===== src/rtl/rs_age_pool.sv =====
// rs_age_pool: reservation-station pool with oldest-first issue.
//
// Purpose
//   Holds up to DEPTH decoded instructions while their source operands are
//   outstanding. Result broadcasts (CDB) wake pending operands. Once both
//   operands of an entry are ready, the entry becomes eligible. The oldest
//   eligible entry, by allocation order, moves into a single output register.
//
// Ports
//   clk, rst_n                 clock, asynchronous active-low reset
//   rdy                        global enable; low freezes every register
//   flush                      mispredict clear; empties the pool and output
//   in_valid / in_ready        allocation handshake
//   in_vj/in_vk, in_qj/in_qk   operand values and producer tags (tag 0 = ready)
//   in_op, in_dest             {optype,opcode} and destination ROB tag
//   in_pc, in_imm              instruction pc and immediate
//   cdb_valid/tag/data         NUM_CDB broadcast channels; channel c uses slice c
//   out_valid / out_ready      issue handshake on the output register
//   out_vj/vk/imm/pc/op/dest   contents of the issued entry
//   count                      number of occupied entries
module rs_age_pool #(
  parameter int DEPTH   = 8,
  parameter int TAG_W   = 4,
  parameter int DATA_W  = 32,
  parameter int NUM_CDB = 2
) (
  input  logic                       clk,
  input  logic                       rst_n,
  input  logic                       rdy,
  input  logic                       flush,
  input  logic                       in_valid,
  output logic                       in_ready,
  input  logic [DATA_W-1:0]          in_vj,
  input  logic [DATA_W-1:0]          in_vk,
  input  logic [TAG_W-1:0]           in_qj,
  input  logic [TAG_W-1:0]           in_qk,
  input  logic [7:0]                 in_op,
  input  logic [TAG_W-1:0]           in_dest,
  input  logic [DATA_W-1:0]          in_pc,
  input  logic [DATA_W-1:0]          in_imm,
  input  logic [NUM_CDB-1:0]         cdb_valid,
  input  logic [NUM_CDB*TAG_W-1:0]   cdb_tag,
  input  logic [NUM_CDB*DATA_W-1:0]  cdb_data,
  output logic                       out_valid,
  input  logic                       out_ready,
  output logic [DATA_W-1:0]          out_vj,
  output logic [DATA_W-1:0]          out_vk,
  output logic [DATA_W-1:0]          out_imm,
  output logic [DATA_W-1:0]          out_pc,
  output logic [7:0]                 out_op,
  output logic [TAG_W-1:0]           out_dest,
  output logic [$clog2(DEPTH+1)-1:0] count
);

  localparam int CW = $clog2(DEPTH+1);
  localparam int IW = $clog2(DEPTH);

  logic [DEPTH-1:0]  busy;
  logic [TAG_W-1:0]  qj     [DEPTH];
  logic [TAG_W-1:0]  qk     [DEPTH];
  logic [DATA_W-1:0] vj     [DEPTH];
  logic [DATA_W-1:0] vk     [DEPTH];
  logic [DATA_W-1:0] pc_q   [DEPTH];
  logic [DATA_W-1:0] imm_q  [DEPTH];
  logic [7:0]        op_q   [DEPTH];
  logic [TAG_W-1:0]  dest_q [DEPTH];
  // older[i][j] set means entry j was allocated before entry i.
  logic [DEPTH-1:0]  older  [DEPTH];

  logic [DEPTH-1:0]  wj_hit, wk_hit;
  logic [DATA_W-1:0] wj_data [DEPTH];
  logic [DATA_W-1:0] wk_data [DEPTH];
  logic              bj_hit, bk_hit;
  logic [DATA_W-1:0] bj_data, bk_data;

  logic [DEPTH-1:0]  elig, pick;
  logic              any_elig;
  logic [IW-1:0]     free_idx, sel_idx;
  logic              free_found;
  logic              alloc, move;

  // Returns {hit, data}. Scanning from the top channel down lets the lowest
  // matching channel overwrite the result, so it wins. Tag 0 never matches.
  function automatic logic [DATA_W:0] snoop(
    input logic [TAG_W-1:0]          q,
    input logic [NUM_CDB-1:0]        v,
    input logic [NUM_CDB*TAG_W-1:0]  t,
    input logic [NUM_CDB*DATA_W-1:0] d
  );
    logic [DATA_W:0] r;
    r = '0;
    for (int c = NUM_CDB-1; c >= 0; c--) begin
      if (q != '0 && v[c] && t[c*TAG_W +: TAG_W] == q) begin
        r = {1'b1, d[c*DATA_W +: DATA_W]};
      end
    end
    return r;
  endfunction

  // Operand wake-up for stored entries, plus bypass for the incoming entry.
  always_comb begin
    for (int i = 0; i < DEPTH; i++) begin
      {wj_hit[i], wj_data[i]} = snoop(qj[i], cdb_valid, cdb_tag, cdb_data);
      {wk_hit[i], wk_data[i]} = snoop(qk[i], cdb_valid, cdb_tag, cdb_data);
    end
    {bj_hit, bj_data} = snoop(in_qj, cdb_valid, cdb_tag, cdb_data);
    {bk_hit, bk_data} = snoop(in_qk, cdb_valid, cdb_tag, cdb_data);
  end

  // Lowest-index free slot, taken from registered occupancy only, so a slot
  // freed by this cycle's issue is not reused until the next cycle.
  always_comb begin
    free_idx   = '0;
    free_found = 1'b0;
    for (int i = 0; i < DEPTH; i++) begin
      if (!busy[i] && !free_found) begin
        free_idx   = IW'(i);
        free_found = 1'b1;
      end
    end
  end

  // An eligible entry is picked when no other eligible entry is older than it.
  // Allocation order is total, so exactly one entry can be picked.
  always_comb begin
    for (int i = 0; i < DEPTH; i++) begin
      elig[i] = busy[i] && (qj[i] == '0) && (qk[i] == '0);
    end
    for (int i = 0; i < DEPTH; i++) begin
      pick[i] = elig[i] && ((elig & older[i]) == '0);
    end
    any_elig = |elig;
    sel_idx  = '0;
    for (int i = 0; i < DEPTH; i++) begin
      if (pick[i]) sel_idx = IW'(i);
    end
  end

  assign in_ready = ~&busy;
  assign alloc    = rdy && !flush && in_valid && in_ready;
  assign move     = rdy && !flush && any_elig && (!out_valid || out_ready);

  always_ff @(posedge clk or negedge rst_n) begin
    if (!rst_n) begin
      busy      <= '0;
      out_valid <= 1'b0;
      count     <= '0;
      out_vj    <= '0;
      out_vk    <= '0;
      out_imm   <= '0;
      out_pc    <= '0;
      out_op    <= '0;
      out_dest  <= '0;
      for (int i = 0; i < DEPTH; i++) begin
        older[i]  <= '0;
        qj[i]     <= '0;
        qk[i]     <= '0;
        vj[i]     <= '0;
        vk[i]     <= '0;
        pc_q[i]   <= '0;
        imm_q[i]  <= '0;
        op_q[i]   <= '0;
        dest_q[i] <= '0;
      end
    end else if (rdy) begin
      if (flush) begin
        busy      <= '0;
        out_valid <= 1'b0;
        count     <= '0;
        for (int i = 0; i < DEPTH; i++) older[i] <= '0;
      end else begin
        for (int i = 0; i < DEPTH; i++) begin
          if (wj_hit[i]) begin
            qj[i] <= '0;
            vj[i] <= wj_data[i];
          end
          if (wk_hit[i]) begin
            qk[i] <= '0;
            vk[i] <= wk_data[i];
          end
        end
        if (alloc) begin
          busy[free_idx]   <= 1'b1;
          qj[free_idx]     <= bj_hit ? '0 : in_qj;
          vj[free_idx]     <= bj_hit ? bj_data : in_vj;
          qk[free_idx]     <= bk_hit ? '0 : in_qk;
          vk[free_idx]     <= bk_hit ? bk_data : in_vk;
          pc_q[free_idx]   <= in_pc;
          imm_q[free_idx]  <= in_imm;
          op_q[free_idx]   <= in_op;
          dest_q[free_idx] <= in_dest;
          // New entry is younger than everything present; stale bits in its
          // column left by a previous occupant are cleared in the other rows.
          for (int i = 0; i < DEPTH; i++) begin
            if (IW'(i) == free_idx) older[i] <= busy;
            else                    older[i][free_idx] <= 1'b0;
          end
        end
        if (move) begin
          busy[sel_idx] <= 1'b0;
          out_valid     <= 1'b1;
          out_vj        <= vj[sel_idx];
          out_vk        <= vk[sel_idx];
          out_imm       <= imm_q[sel_idx];
          out_pc        <= pc_q[sel_idx];
          out_op        <= op_q[sel_idx];
          out_dest      <= dest_q[sel_idx];
        end else if (out_ready) begin
          out_valid <= 1'b0;
        end
        count <= count + CW'(alloc) - CW'(move);
      end
    end
  end

endmodule


===== config.mk =====
export PLATFORM = sky130hd
export DESIGN_NAME = rs_age_pool
export DESIGN_NICKNAME = d
export VERILOG_FILES = /design/src/rtl/rs_age_pool.sv
export SDC_FILE = /design/constraint.sdc
export NUM_CORES = 2
export LEC_CHECK = 0
export BUFFER_PORTS_ARGS = -buffer_cell sky130_fd_sc_hd__buf_2
export CORE_UTILIZATION = 48
export CTS_CLUSTER_DIAMETER = 150
export DETAILED_ROUTE_END_ITERATION = 12
export PLACE_DENSITY = 0.65
export SETUP_SLACK_MARGIN = 0.4
export SLEW_MARGIN = 20
export SYNTH_ARGS = -nofsm -noshare
export SYNTH_HDL_FRONTEND = slang
export SYNTH_SLANG_ARGS = --single-unit

===== constraint.sdc =====
create_clock -name clk -period 5.4 [get_ports clk]
set_input_delay 1.08 -clock clk [delete_from_list [all_inputs] [get_ports clk]]
set_output_delay 1.08 -clock clk [all_outputs]
set_load 0.03 [all_outputs]

==> results list <==
- 374 I/O pins were placed.
- met2 is the most crowded layer.
* Most common cell on crit path: sky130_fd_sc_hd__buf_4
- Die footprint: 159000 µm²
- Detailed placement finished with a half-perimeter wire length of 174100 µm.
* Overall die height: 398.8 µm
- Layout overhead on the synthesized area: 10.76%
* Cell family with the largest share of critical-path delay: simple AND/OR/NAND/NOR gates
* Combined global-route utilization of all metal layers: 38.37%
- The via count of the first global-routing pass was 70570.
- Clock-pin slew of the registers on the worst-case setup and hold paths: 60 ps
- The number of antenna violations at the first check in global routing was 43.
- Number of inserted filler cells in the final layout: 14290
- Number of nets in the final layout: 8945
- Endpoint of the worst register-to-register path: out_vk[2]
* Number of antenna-violating nets in the routed design: 0
* Total routed wirelength: 311200 µm
- Depth of the CTS H-tree: 4
- Each instance of the synthesized netlist takes up on average 8.419 µm².
- Transition time at the pin with the least slew margin: 1488 ps
* CP Data Required Time: 6140 ps
- Along the worst path, the maximum fanout reaches 42.
- After clock tree synthesis, the flow added hold-fix buffers numbering 0.
- Normalized max-slew margin: 0.8001%
- After the flow finishes, the layout carries non-filler instances totaling 10900.
* Final worst path period need: 4518 ps
- Number of buffers added by the clock tree synthesis step: 157
- Final number of setup-violating endpoints: 0
- Core Footprint: 156200 µm²
* Master of the slowest instance on the critical path: sky130_fd_sc_hd__a211oi_4
* Portion of the post-synthesis area used by sequential elements: 46.13%
* Static leakage power: 37.77 nW
- Measured along the x axis, the die boundary spans 398.8 µm.
- Final setup TNS: 0 ps
* Final count of hold timing violations: 0
- The number of max-slew violations in the final report is 0.
* Type of element capturing the critical path: register
- Entering global routing, the biggest net connects 174 pins.
- The signal on the critical path passes through nor4_1 -> buf_4 -> nand4_1 -> and4_1 -> and2_4 -> a211oi_4 -> buf_4 -> buf_4 -> nand2_1 -> o2111a_1 -> a21oi_1.
* Commonest cells after routing, fill and taps aside: sky130_fd_sc_hd__nand2_1, sky130_fd_sc_hd__dfrtp_1, sky130_fd_sc_hd__nand3_1
- Number of cells in the design after placement: 10610
- Global routing consumed, on the met3 layer, 11.56% of the routing resources.
- Wire length of the first global-routing pass: 459800 µm
- Together, buffers and inverters on the worst path number 3.
* Fraction of synthesis flops using an asynchronous set or reset pin: 100.0%
- Count of flip-flops with a built-in enable after synthesis: 0
* Depth of the most critical reg-to-reg path: 11
- DRC marker count from the first detailed-route iteration: 9914
- Initial Utilization: 48.38%
- Post-synthesis sequential element count: 1393
- Critical register-to-register path startpoint: qk[24]
* Pre-Repair DR Iteration Count: 9
- Area of the mapped netlist: 75570 µm²
- Leading register cell type out of synthesis: sky130_fd_sc_hd__dfrtp_1
- Setup repair after global routing left no endpoint under its margin.
- The floorplan has 145 rows.
* Post-place setup slack: 944.0 ps
- Total global routing overflow: 0
- Measured on the finished design, the core utilization comes to 53.58%.
- Setup slack on the worst reg-to-reg path comes out at 880 ps.
- Post-CTS Repair Setup Buffers: 0
- Synthesis produced a netlist whose cell count is 8976.
* Gpl congestion: 0.9539
* Number of sinks driven by the clock tree: 1393
- WL/cell: 28.55 µm
- Global routing usage on met2: 58.03%
* CTS tree: yes
* Worst vdd rail ir drop: 349.0 µV
- Crit-path max cell delay: 930 ps
* Startpoint type of the worst setup path: register
- After layout, the worst setup slack is 882.0 ps.
- STA puts the critical path data arrival time at 5260 ps.
- Max-cap violations: 0
* Deepest clock path buffer count: 3
* Critical path start-end classification: register to register
- Share of layout cells above drive strength 1: 10.58%
- In this run the worst hold path is classified as input pin to async pin.
* Outcome: completed
- The clock arrives with 32.45 ps of skew.
* Number of resized instances in the post-cts repair step: 0
- Timing would allow up to 221.3 MHz.
- Via count: 73080
* Post-detailed-route via-to-cell ratio: 6.704
- Unique cell type count in the Yosys netlist: 65
- Most common cell after layout, fill and taps aside: sky130_fd_sc_hd__nand2_1
* Number of DRC violations after detailed routing: 0
- For this run, the number of Yosys warnings is 0.
- Insertion delay to the later sink of the worst-skew pair: 820 ps
- In this run the power density over the cells is 421.9 nW/µm².
- The worst path uses 83.67% of the clock period.
- # port buffers: 373
* Root buffer cell: sky130_fd_sc_hd__clkbuf_16
- Post-Syn Nets: 9209
* Global routing usage on met1: 48.91%
-- logic make-up (layout without fill, tap and decap cells) --
family | Yosys count | after routing | share of synthesized area, %
other | 0 | 16 | 0
flip-flops | 1393 | 1393 | 46.13
AND/OR/NAND/NOR | 3942 | 3942 | 22.06
AO/OA/AOI/OAI | 2011 | 2011 | 18.63
buffers and inverters | 1074 | 925 | 5.944
XOR/XNOR | 126 | 126 | 1.460
adder cells (fa/ha/maj) | 5 | 5 | 0.09272
multiplexers | 425 | 425 | 5.682
-- metal layers --
layer / share of wire, % / up-vias
li1: - / 30950
met1: 38 / 35920
met2: 44 / 4957
met3: 12 / 1187
met4: 5.8 / 56
met5: 0.12 / -
-- cells in the mapped netlist (32+ instances only) --
master	count	area, µm²
sky130_fd_sc_hd__a221o_1	71	710.7
sky130_fd_sc_hd__buf_4	92	690.7
sky130_fd_sc_hd__nor2_1	535	2008
sky130_fd_sc_hd__xor2_1	62	543.0
sky130_fd_sc_hd__o221ai_1	244	2137
sky130_fd_sc_hd__inv_1	63	236.5
sky130_fd_sc_hd__nor4_1	61	381.6
sky130_fd_sc_hd__o21ai_1	37	185.2
sky130_fd_sc_hd__a21oi_1	476	2382
sky130_fd_sc_hd__clkbuf_1	775	2909
sky130_fd_sc_hd__o21ai_0	321	1607
sky130_fd_sc_hd__a211oi_1	56	420.4
sky130_fd_sc_hd__o2111a_1	95	1070
sky130_fd_sc_hd__a31oi_1	112	700.7
sky130_fd_sc_hd__dfrtp_1	1393	34860
sky130_fd_sc_hd__nand3_1	680	3403
sky130_fd_sc_hd__mux2i_1	393	3934
sky130_fd_sc_hd__nor3_1	38	190.2
sky130_fd_sc_hd__xnor2_1	64	560.5
sky130_fd_sc_hd__buf_1	51	191.4
sky130_fd_sc_hd__nand4_1	49	306.5
sky130_fd_sc_hd__buf_2	92	460.4
sky130_fd_sc_hd__o21a_1	73	548.0
sky130_fd_sc_hd__nand2_1	2377	8922
sky130_fd_sc_hd__o22a_1	156	1366
sky130_fd_sc_hd__o22ai_1	74	462.9
sky130_fd_sc_hd__a221oi_1	99	867.1
sky130_fd_sc_hd__o211ai_1	112	840.8
sky130_fd_sc_hd__mux2_2	32	360.4
sky130_fd_sc_hd__and3_1	120	750.7
-- metrics by stage --
step / hold slack, ps / area [µm²] / power [mW]
2_1_floorplan: 445.4 / 75570 / 21.14
3_3_place_gp: 456.5 / 78520 / 23.94
3_5_place_dp: 461.3 / 78520 / 24.30
4_1_cts: 229.8 / 83660 / 35.13
5_1_grt: 252.3 / 83680 / 36.84
6_report: 223.3 / 83700 / 35.31
-- power breakdown --
group          total, mW  internal [mW]  leakage, nW  switching (mW)
Clock               10.9           6.26         2.53            4.63
Combinational       8.85           3.48         17.3            5.38
Sequential          15.6           13.3         17.9            2.23
Total               35.3           23.1         37.8            12.2
-- layout make-up --
type                       count  area [µm²]  area share [%]
antenna                       16       40.04         0.04784
clock buffer                 234        4662           5.570
clock inverter                40       474.2          0.5666
inverter                      64       245.2          0.2930
multi-input combinational   6509       36670           43.81
sequential                  1393       34860           41.65
tap                         2058        2575           3.076
timing repair buffer         587        4177           4.990
-- state kept, by name, summed over array words and instances (netlist names), 56 cells and up --
| signal | cells |
|---|---|
| vk | 256 |
| op_q | 64 |
| imm_q | 256 |
| older | 56 |
| vj | 256 |
| pc_q | 256 |
-- how the worst max path moves through the flow --
| stage | start | to | cells after the start | slack, ps |
|---|---|---|---|---|
| 2_1_floorplan | flush | count[3] | 18 | 1290 |
| 3_3_place_gp | busy[2] | out_vj[17] | 12 | 1030 |
| 3_5_place_dp | qk[24] | out_vk[2] | 11 | 940 |
| 4_1_cts | qk[24] | out_vk[2] | 11 | 900 |
| 5_1_grt | qk[9] | out_imm[29] | 12 | 820 |
| 6_report | qk[24] | out_vk[2] | 11 | 880 |
-- worst reg2reg max path, cell delays in order (launching register included) --
cell	delay [ps]
sky130_fd_sc_hd__dfrtp_1	420
sky130_fd_sc_hd__nor4_1	710
sky130_fd_sc_hd__buf_4	310
sky130_fd_sc_hd__nand4_1	100
sky130_fd_sc_hd__and4_1	260
sky130_fd_sc_hd__and2_4	440
sky130_fd_sc_hd__a211oi_4	940
sky130_fd_sc_hd__buf_4	530
sky130_fd_sc_hd__buf_4	280
sky130_fd_sc_hd__nand2_1	80
sky130_fd_sc_hd__o2111a_1	230
sky130_fd_sc_hd__a21oi_1	160
Power figures use the tool's default switching activity.
